--- src/rtl/demux_sweep_ctrl_pkg.sv ---
// Shared constants for the demux sweep controller: channel count, select width and FSM state codes.
// No logic; imported by the controller and its channel search helper.
// No flow control of its own.
package demux_sweep_ctrl_pkg;

    // Demux fan-out is fixed at four channels, so the select is two bits.
    localparam int N_CH  = 4;
    localparam int SEL_W = 2;

    // Sweep FSM state codes.
    localparam logic [1:0] ST_IDLE   = 2'd0;
    localparam logic [1:0] ST_DWELL  = 2'd1;
    localparam logic [1:0] ST_FINISH = 2'd2;

endpackage

--- src/rtl/demux_sweep_ctrl_next_ch_find.sv ---
// Next-enabled-channel search: the lowest set mask bit strictly above cur, or the lowest set bit overall when from_start is high.
// Purely combinational; zero cycles.
// No flow control; found=0 means that no channel qualifies.
module next_ch_find
    import demux_sweep_ctrl_pkg::*;
(
    input  logic [N_CH-1:0]  mask,
    input  logic [SEL_W-1:0] cur,
    input  logic             from_start,
    output logic [SEL_W-1:0] nxt,
    output logic             found
);

    // Scan from the top down so that the last match written is the lowest qualifying channel.
    always_comb begin
        nxt   = '0;
        found = 1'b0;
        for (int i = N_CH - 1; i >= 0; i--) begin
            if (mask[i] && (from_start || (i > int'(cur)))) begin
                nxt   = SEL_W'(i);
                found = 1'b1;
            end
        end
    end

endmodule

--- src/rtl/demux_sweep_ctrl.sv ---
// Demux sweep sequencer: steps sel through the enabled channels in ascending order, D cycles each, and gates data_in onto ent.
// A start at edge 0 gives busy in cycles 1..N*D and a single done pulse in cycle N*D+1.
// No backpressure: start is ignored unless the block is idle, and abort drops the sweep at the next edge.
module demux_sweep_ctrl
    import demux_sweep_ctrl_pkg::*;
#(
    parameter int DWELL_W = 8
) (
    input  logic               clk,
    input  logic               rst,
    input  logic               start,
    input  logic               abort,
    input  logic [DWELL_W-1:0] dwell,
    input  logic [N_CH-1:0]    ch_mask,
    input  logic               data_in,
    output logic               ent,
    output logic [SEL_W-1:0]   sel,
    output logic               busy,
    output logic               done
);

    logic [1:0]         state;
    logic [SEL_W-1:0]   sel_q;
    logic [DWELL_W-1:0] cnt;
    logic [DWELL_W-1:0] dwell_q;
    logic [N_CH-1:0]    mask_q;

    logic [DWELL_W-1:0] eff_dwell;
    logic [N_CH-1:0]    srch_mask;
    logic               srch_from_start;
    logic [SEL_W-1:0]   srch_nxt;
    logic               srch_found;
    logic               last_cycle;

    // A zero dwell still serves each channel for one cycle.
    assign eff_dwell = (dwell == '0) ? DWELL_W'(1) : dwell;

    // The counter holds the cycles left on the current channel, including the present one.
    assign last_cycle = (cnt <= DWELL_W'(1));

    // While idle the search looks at the live mask for the first channel; during a sweep it uses the latched mask.
    always_comb begin
        srch_mask       = mask_q;
        srch_from_start = 1'b0;
        if (state == ST_IDLE) begin
            srch_mask       = ch_mask;
            srch_from_start = 1'b1;
        end
    end

    next_ch_find u_next_ch_find (
        .mask       (srch_mask),
        .cur        (sel_q),
        .from_start (srch_from_start),
        .nxt        (srch_nxt),
        .found      (srch_found)
    );

    // Sweep FSM, dwell counter and registered select; sel only moves on edges, so the demux never sees a glitching select.
    always_ff @(posedge clk or posedge rst) begin
        if (rst) begin
            state   <= ST_IDLE;
            sel_q   <= '0;
            cnt     <= '0;
            dwell_q <= '0;
            mask_q  <= '0;
        end else begin
            case (state)
                ST_IDLE: begin
                    // start wins over a simultaneous abort here: abort only acts on a running sweep.
                    if (start) begin
                        mask_q  <= ch_mask;
                        dwell_q <= eff_dwell;
                        if (srch_found) begin
                            state <= ST_DWELL;
                            sel_q <= srch_nxt;
                            cnt   <= eff_dwell;
                        end else begin
                            state <= ST_FINISH;
                        end
                    end
                end
                ST_DWELL: begin
                    if (abort) begin
                        state <= ST_IDLE;
                        sel_q <= '0;
                        cnt   <= '0;
                    end else if (last_cycle) begin
                        if (srch_found) begin
                            // Disabled channels in between are skipped without spending any cycles.
                            sel_q <= srch_nxt;
                            cnt   <= dwell_q;
                        end else begin
                            state <= ST_FINISH;
                            sel_q <= '0;
                            cnt   <= '0;
                        end
                    end else begin
                        cnt <= cnt - DWELL_W'(1);
                    end
                end
                ST_FINISH: begin
                    state <= ST_IDLE;
                end
                default: begin
                    state <= ST_IDLE;
                    sel_q <= '0;
                    cnt   <= '0;
                end
            endcase
        end
    end

    // Outputs decode directly from state, so an asynchronous reset clears them at once.
    always_comb begin
        busy = (state == ST_DWELL);
        done = (state == ST_FINISH);
        ent  = busy & data_in;
        sel  = busy ? sel_q : '0;
    end

endmodule

--- config.mk ---
export PLATFORM = sky130hd
export DESIGN_NAME = demux_sweep_ctrl
export DESIGN_NICKNAME = d
export VERILOG_FILES = /design/src/rtl/demux_sweep_ctrl_pkg.sv /design/src/rtl/demux_sweep_ctrl_next_ch_find.sv /design/src/rtl/demux_sweep_ctrl.sv
export SDC_FILE = /design/constraint.sdc
export NUM_CORES = 1
export LEC_CHECK = 0
export CAP_MARGIN = 20
export CORE_UTILIZATION = 48
export CTS_CLUSTER_SIZE = 8
export DETAILED_ROUTE_END_ITERATION = 16
export PLACE_DENSITY_LB_ADDON = 0.3
export SLEW_MARGIN = 20
export SYNTH_ARGS = -nofsm -noshare
export SYNTH_HDL_FRONTEND = slang
export SYNTH_SLANG_ARGS = --single-unit
--- constraint.sdc ---
create_clock -name clk -period 6.35 [get_ports clk]
set_clock_uncertainty 0.1 [all_clocks]
set_input_delay 0.9525 -clock clk [delete_from_list [all_inputs] [get_ports clk]]
set_output_delay 0.9525 -clock clk [all_outputs]
set_load 0.05 [all_outputs]
## Word-level counts from Yosys, hierarchy flattened

Index checks and enable logic that the tools add are counted.

| word-level totals | value |
|---|---|
| flip-flop bits (word level) | 24 |
| bits of input ports | 17 |
| output and inout port bits | 5 |
| word-level logic and storage cells | 61 |

| operators by class | value |
|---|---|
| add/subtract/negate cells | 1 |
| order comparisons | 4 |
| equality and inequality tests | 6 |
| muxes and demuxes | 30 |
| bitwise operators | 2 |
| reduce and logical (&&, ||, !) cells | 13 |

Operator list:

| operator | count |
|---|---|
| $mux 8 | 6 |
| $mux 2 | 15 |
| $pmux 8 s3 | 1 |
| $le 8x1->1 const B | 1 |
| $logic_not 8->1 | 1 |
| $sub 8x1->8 const B | 1 |
| $pmux 2 s3 | 1 |
| $reduce_and 3->1 | 2 |
| $mux 1 | 5 |
| $gt 2x2->1 const A | 2 |
| $logic_and 1x1->1 | 4 |
| $mux 4 | 1 |
| $ne 2x2->1 const B | 2 |
| $pmux 2 s2 | 1 |
| $reduce_and 4->1 | 1 |
| $logic_or 1x1->1 | 3 |
| $ne 3x2->1 const B | 1 |
| $ne 3x3->1 const B | 1 |
| $eq 2x1->1 const B | 1 |
| $eq 2x2->1 const B | 1 |
| $gt 1x2->1 const A | 1 |
| $logic_not 2->1 | 1 |
| $reduce_and 2->1 | 1 |
| $and 1x1->1 | 1 |
| $not 1->1 | 1 |

## Depth between registers and ports, before layout

| logic depth | value |
|---|---|
| depth after elaboration | 12 |
| mapped depth | 7 |
| depth with buffers taken out | 7 |

## Cells and area by module

A second synthesis with hierarchy kept.

| unflattened totals | value |
|---|---|
| cells, all modules | 152 |
| area, all modules | 1519.0 um^2 |

By module, submodules not included:

| module | instances | cells an instance | area an instance (um^2) | seq. area each (um^2) |
|---|---|---|---|---|
| demux_sweep_ctrl | 1 | 136 | 1425.1 | 600.6 |
| next_ch_find | 1 | 16 | 93.8 | 0.0 |

## Worst setup path before layout

OpenSTA, ideal clock, no wires.

| path | value |
|---|---|
| path type | reg2out |
| start | register state[0] |
| end | output port ent |
| arrival time | 1.823 ns |
| data required time | 5.298 ns |
| setup slack | 3.474 ns |
| stages on the path, launching flop included | 3 |
| buffers on the path | 0 |
| path through | dfrtp_1 nor2b_1 and2_1 |

| between the ends | value |
|---|---|
| cells in the longest elaborated chain, start to end | 2 |

Ends and longest elaborated chain:

| what | RTL line | text |
|---|---|---|
| start, declared | demux_sweep_ctrl.sv:22 | `logic [1:0] state;` |
| start signal, assigned | demux_sweep_ctrl.sv:62 | `state <= ST_IDLE;` |
| start signal, assigned | demux_sweep_ctrl.sv:75 | `state <= ST_DWELL;` |
| start signal, assigned | demux_sweep_ctrl.sv:79 | `state <= ST_FINISH;` |
| $eq 2x1->1 | demux_sweep_ctrl.sv:116 | `busy = (state == ST_DWELL);` |
| net busy | demux_sweep_ctrl.sv:18 | `output logic busy,` |
| $and 1x1->1 | demux_sweep_ctrl.sv:118 | `ent = busy & data_in;` |
| end, declared | demux_sweep_ctrl.sv:16 | `output logic ent,` |

The timed path passes the listed nets, and every way through them passes these cells.

## Worst setup path after layout

| path | value |
|---|---|
| start | input port data_in |
| end | output port ent |

| between the ends | value |
|---|---|
| cells in the longest elaborated chain, start to end | 1 |

Ends and longest elaborated chain:

| what | RTL line | text |
|---|---|---|
| start, declared | demux_sweep_ctrl.sv:15 | `input logic data_in,` |
| $and 1x1->1 | demux_sweep_ctrl.sv:118 |  |

No other way between the ends.

==> results.json <==
{
  "cp_num_buf_inv": 2,
  "worst_slack_ns": 2.99,
  "netlist_area_um2": 1360,
  "pin_count": 22,
  "initial_core_util_pct": 53.0,
  "ant_nets": 0,
  "yosysSeqAreaShare_pct": 42.3,
  "cts_hold_buf": 0,
  "r2r_cells": 5,
  "finalSetupTns_ns": 0,
  "r2r-start": "cnt[2]$_DFFE_PP0P_",
  "timing.final.crit_share_pct": 52.9,
  "synth_top_cell_by_area": "dfrtp_1",
  "r2r_end": "cnt[2]$_DFFE_PP0P_",
  "die_h_um": 55.2,
  "crit_required_ns": 5.30,
  "root_buffer": "clkbuf_4",
  "startpoint": "data_in",
  "final_util_pct": 62.6,
  "max_freq_ghz": 0.298,
  "syn_nets": 156,
  "crit_path_end_kind": "output port",
  "clkTransAtPathRegs_ns": 0.13,
  "syn_to_final_growth_pct": 18.2,
  "grt_max_degree": 24,
  "grt_usage_pct": 20.4,
  "synth_top_area_share_pct": 42.3,
  "cts_resized": 0,
  "synth.top_cells.by_count": "dfrtp_1, mux2_2, nand2_1",
  "cpPeakStageDelay_ns": 0.79,
  "die_x_um": 55.2,
  "worst_hold_path.num_cells": 1,
  "routed_wl_um": 2930,
  "core_area_um2": 2570,
  "async_flop_share_pct": 100,
  "antenna_found_initial": 0,
  "cpMostUsedCell": "clkdlybuf4s50_1",
  "drtIter0Drc": 53,
  "synthSimpleGateAreaFrac_pct": 22.6,
  "fin_crit_ns": 3.36,
  "ys_types": 38,
  "ys_seq_elements": 23,
  "slowest_stage": "clkdlybuf4s50_1",
  "synth_edf_count": 0,
  "hp-class": "register to register",
  "final_layout_size_suffix_gt1_share_pct": 14.0,
  "crit_type": "input port to output port",
  "maxCapViolations": 0,
  "startpoint_type": "input port",
  "worstSetupEndpoint": "ent",
  "maxSlewViolCount": 0,
  "path_depth": 3,
  "ys_warn_count": 0,
  "relSlewSlack_pct": 30.7,
  "crit_arrival_ns": 2.31,
  "synth.most_common_cell": "dfrtp_1",
  "overflow": 0,
  "cts_tree": "done",
  "grt_pass1_vias": 1138,
  "synth-adder-area-share_pct": 1.84,
  "nets": 177,
  "hold_viol": 0,
  "cts_buffers": 3,
  "crit_family": "buffers and inverters",
  "crit_fanout": 1,
  "place_ws_ns": 2.99,
  "synthCells": 137,
  "cp_cell_sequence": "clkdlybuf4s50_1, and2_1, clkdlybuf4s50_1",
  "ir_drop_mv": 0.257,
  "cts.sinks": 23,
  "status": "complete, no violations",
  "gp_congestion": 0.856,
  "clk_path_buf_depth": 2,
  "io_buffers": 21,
  "synth_xor_area_share_pct": 3.22,
  "dpl.cell_count": 183,
  "final_cells": 187,
  "synth_mux_area_share_pct": 11.4,
  "p_per_area_nw_per_um2": 469,
  "syn_area_per_cell_um2": 9.93,
  "first_pass_iters": 4,
  "diodes": 0,
  "grt_pass1_wl_um": 5040,
  "total_power_uw": 753,
  "post_drt_wl_per_cell_um": 15.6,
  "die-area_um2": 3050,
  "clock_latency_ns": 0.32,
  "p_leak_uw": 0.000625,
  "dp_hpwl_um": 2290,
  "drc_errors": 0,
  "synth_area_leaders": "dfrtp_1, mux2_2, a221oi_1",
  "setup_viol": 0,
  "ys.flop_type": "dfrtp_1",
  "reg2reg_setup_slack_ns": 3.64,
  "synth_top_family_by_area": "simple AND/OR/NAND/NOR gates",
  "max_slew.worst_pin.slew_ns": 1.03,
  "synth_compound_area_share_pct": 15.5,
  "core.rowCount": 18,
  "grt_setup_unrepaired": "false",
  "vias": 1147,
  "cts_max_level": 1,
  "via_per_inst": 6.13,
  "cts_setup_buffers": 0
}
-- flip-flops by register name, summed over array words and instances (netlist names) --
register  flops
mask_q        3
cnt           8
state         2
sel_q         2
dwell_q       8
-- how the worst min path moves through the flow --
| stage | from | endpoint | slack, ns |
|---|---|---|---|
| floorplan | mask_q[1]$_DFFE_PP0P_ | mask_q[1]$_DFFE_PP0P_ | 0.37 |
| global placement | mask_q[2]$_DFFE_PP0P_ | mask_q[2]$_DFFE_PP0P_ | 0.39 |
| detailed placement | mask_q[2]$_DFFE_PP0P_ | mask_q[2]$_DFFE_PP0P_ | 0.39 |
| CTS | mask_q[2]$_DFFE_PP0P_ | mask_q[2]$_DFFE_PP0P_ | 0.42 |
| global route | mask_q[2]$_DFFE_PP0P_ | mask_q[2]$_DFFE_PP0P_ | 0.43 |
| finish | mask_q[2]$_DFFE_PP0P_ | mask_q[2]$_DFFE_PP0P_ | 0.41 |
-- power breakdown --
part / switching, uW / internal [uW]
Sequential: 65.8 / 213
Combinational: 222 / 184
Clock: 43.5 / 24.6
-- layer usage --
layer  GRT usage (%)  wire [um]
met1            28.0       1400
met2            33.0       1380
met3            1.87         93
met4            8.57         46
met5               0          0
-- worst reg2reg max path, stage by stage, from the launching register on --
cell and delay, ns:
dfrtp_1 0.47, or4_4 0.58, o41ai_1 0.91, nor2_1 0.14, a221oi_1 0.30, o21ai_1 0.09
-- area by class of cell --
| cell class | instances | area (um^2) |
|---|---|---|
| clock buffer | 4 | 26.3 |
| fill | 235 | 960 |
| inverter | 4 | 15.0 |
| multi-input combinational | 105 | 743 |
| sequential | 23 | 576 |
| tap | 30 | 37.5 |
| timing repair buffer | 21 | 210 |
-- layout by cell type, fill, tap and decap left out --
master | Yosys | routed
a21boi_0 | 1 | 1
or4_4 | 2 | 2
inv_1 | 4 | 4
a221oi_1 | 7 | 7
o22ai_1 | 1 | 1
or2_2 | 2 | 2
clkbuf_4 | 0 | 3
o21ai_1 | 7 | 7
nor4_1 | 3 | 3
and2_1 | 6 | 6
and3b_1 | 1 | 1
nand3b_1 | 1 | 1
nor3_1 | 5 | 5
xor2_1 | 1 | 1
o311ai_0 | 1 | 1
mux2i_1 | 2 | 2
nor2_1 | 9 | 9
ha_1 | 2 | 2
clkdlybuf4s50_1 | 0 | 21
a21oi_1 | 5 | 5
xnor2_1 | 4 | 4
mux2_2 | 12 | 12
and2_2 | 1 | 1
nand4b_1 | 2 | 2
nor2b_1 | 3 | 3
o32ai_1 | 1 | 1
a31oi_1 | 2 | 2
nor4bb_1 | 1 | 1
dfrtp_1 | 23 | 23
nand2b_1 | 1 | 1
o41ai_1 | 1 | 1
o21ai_0 | 2 | 2
nand2_1 | 12 | 12
clkbuf_1 | 4 | 1
nor3b_1 | 3 | 3
nor2_2 | 1 | 1
or4_1 | 1 | 1
o31ai_1 | 1 | 1
a211oi_4 | 1 | 1
-- logic make-up (layout without fill, tap and decap cells) --
kind of cell               after synthesis  in the layout
muxes                                   14             14
DFF                                     23             23
buffers and inverters                    9             29
xor gates and xnor gates                 5              5
and+or+nand+nor                         54             54
AOI/OAI and AO/OA                       30             30
adders and majority gates                2              2
-- through the flow --
| step | cell area [um^2] | hold slack (ns) |
|---|---|---|
| finish | 1610 | 0.413 |
| CTS | 1610 | 0.417 |
| global route | 1610 | 0.435 |
| floorplan | 1360 | 0.372 |
| detailed placement | 1580 | 0.388 |
| global placement | 1580 | 0.385 |
No activity file was read; power rests on OpenSTA's default activity.
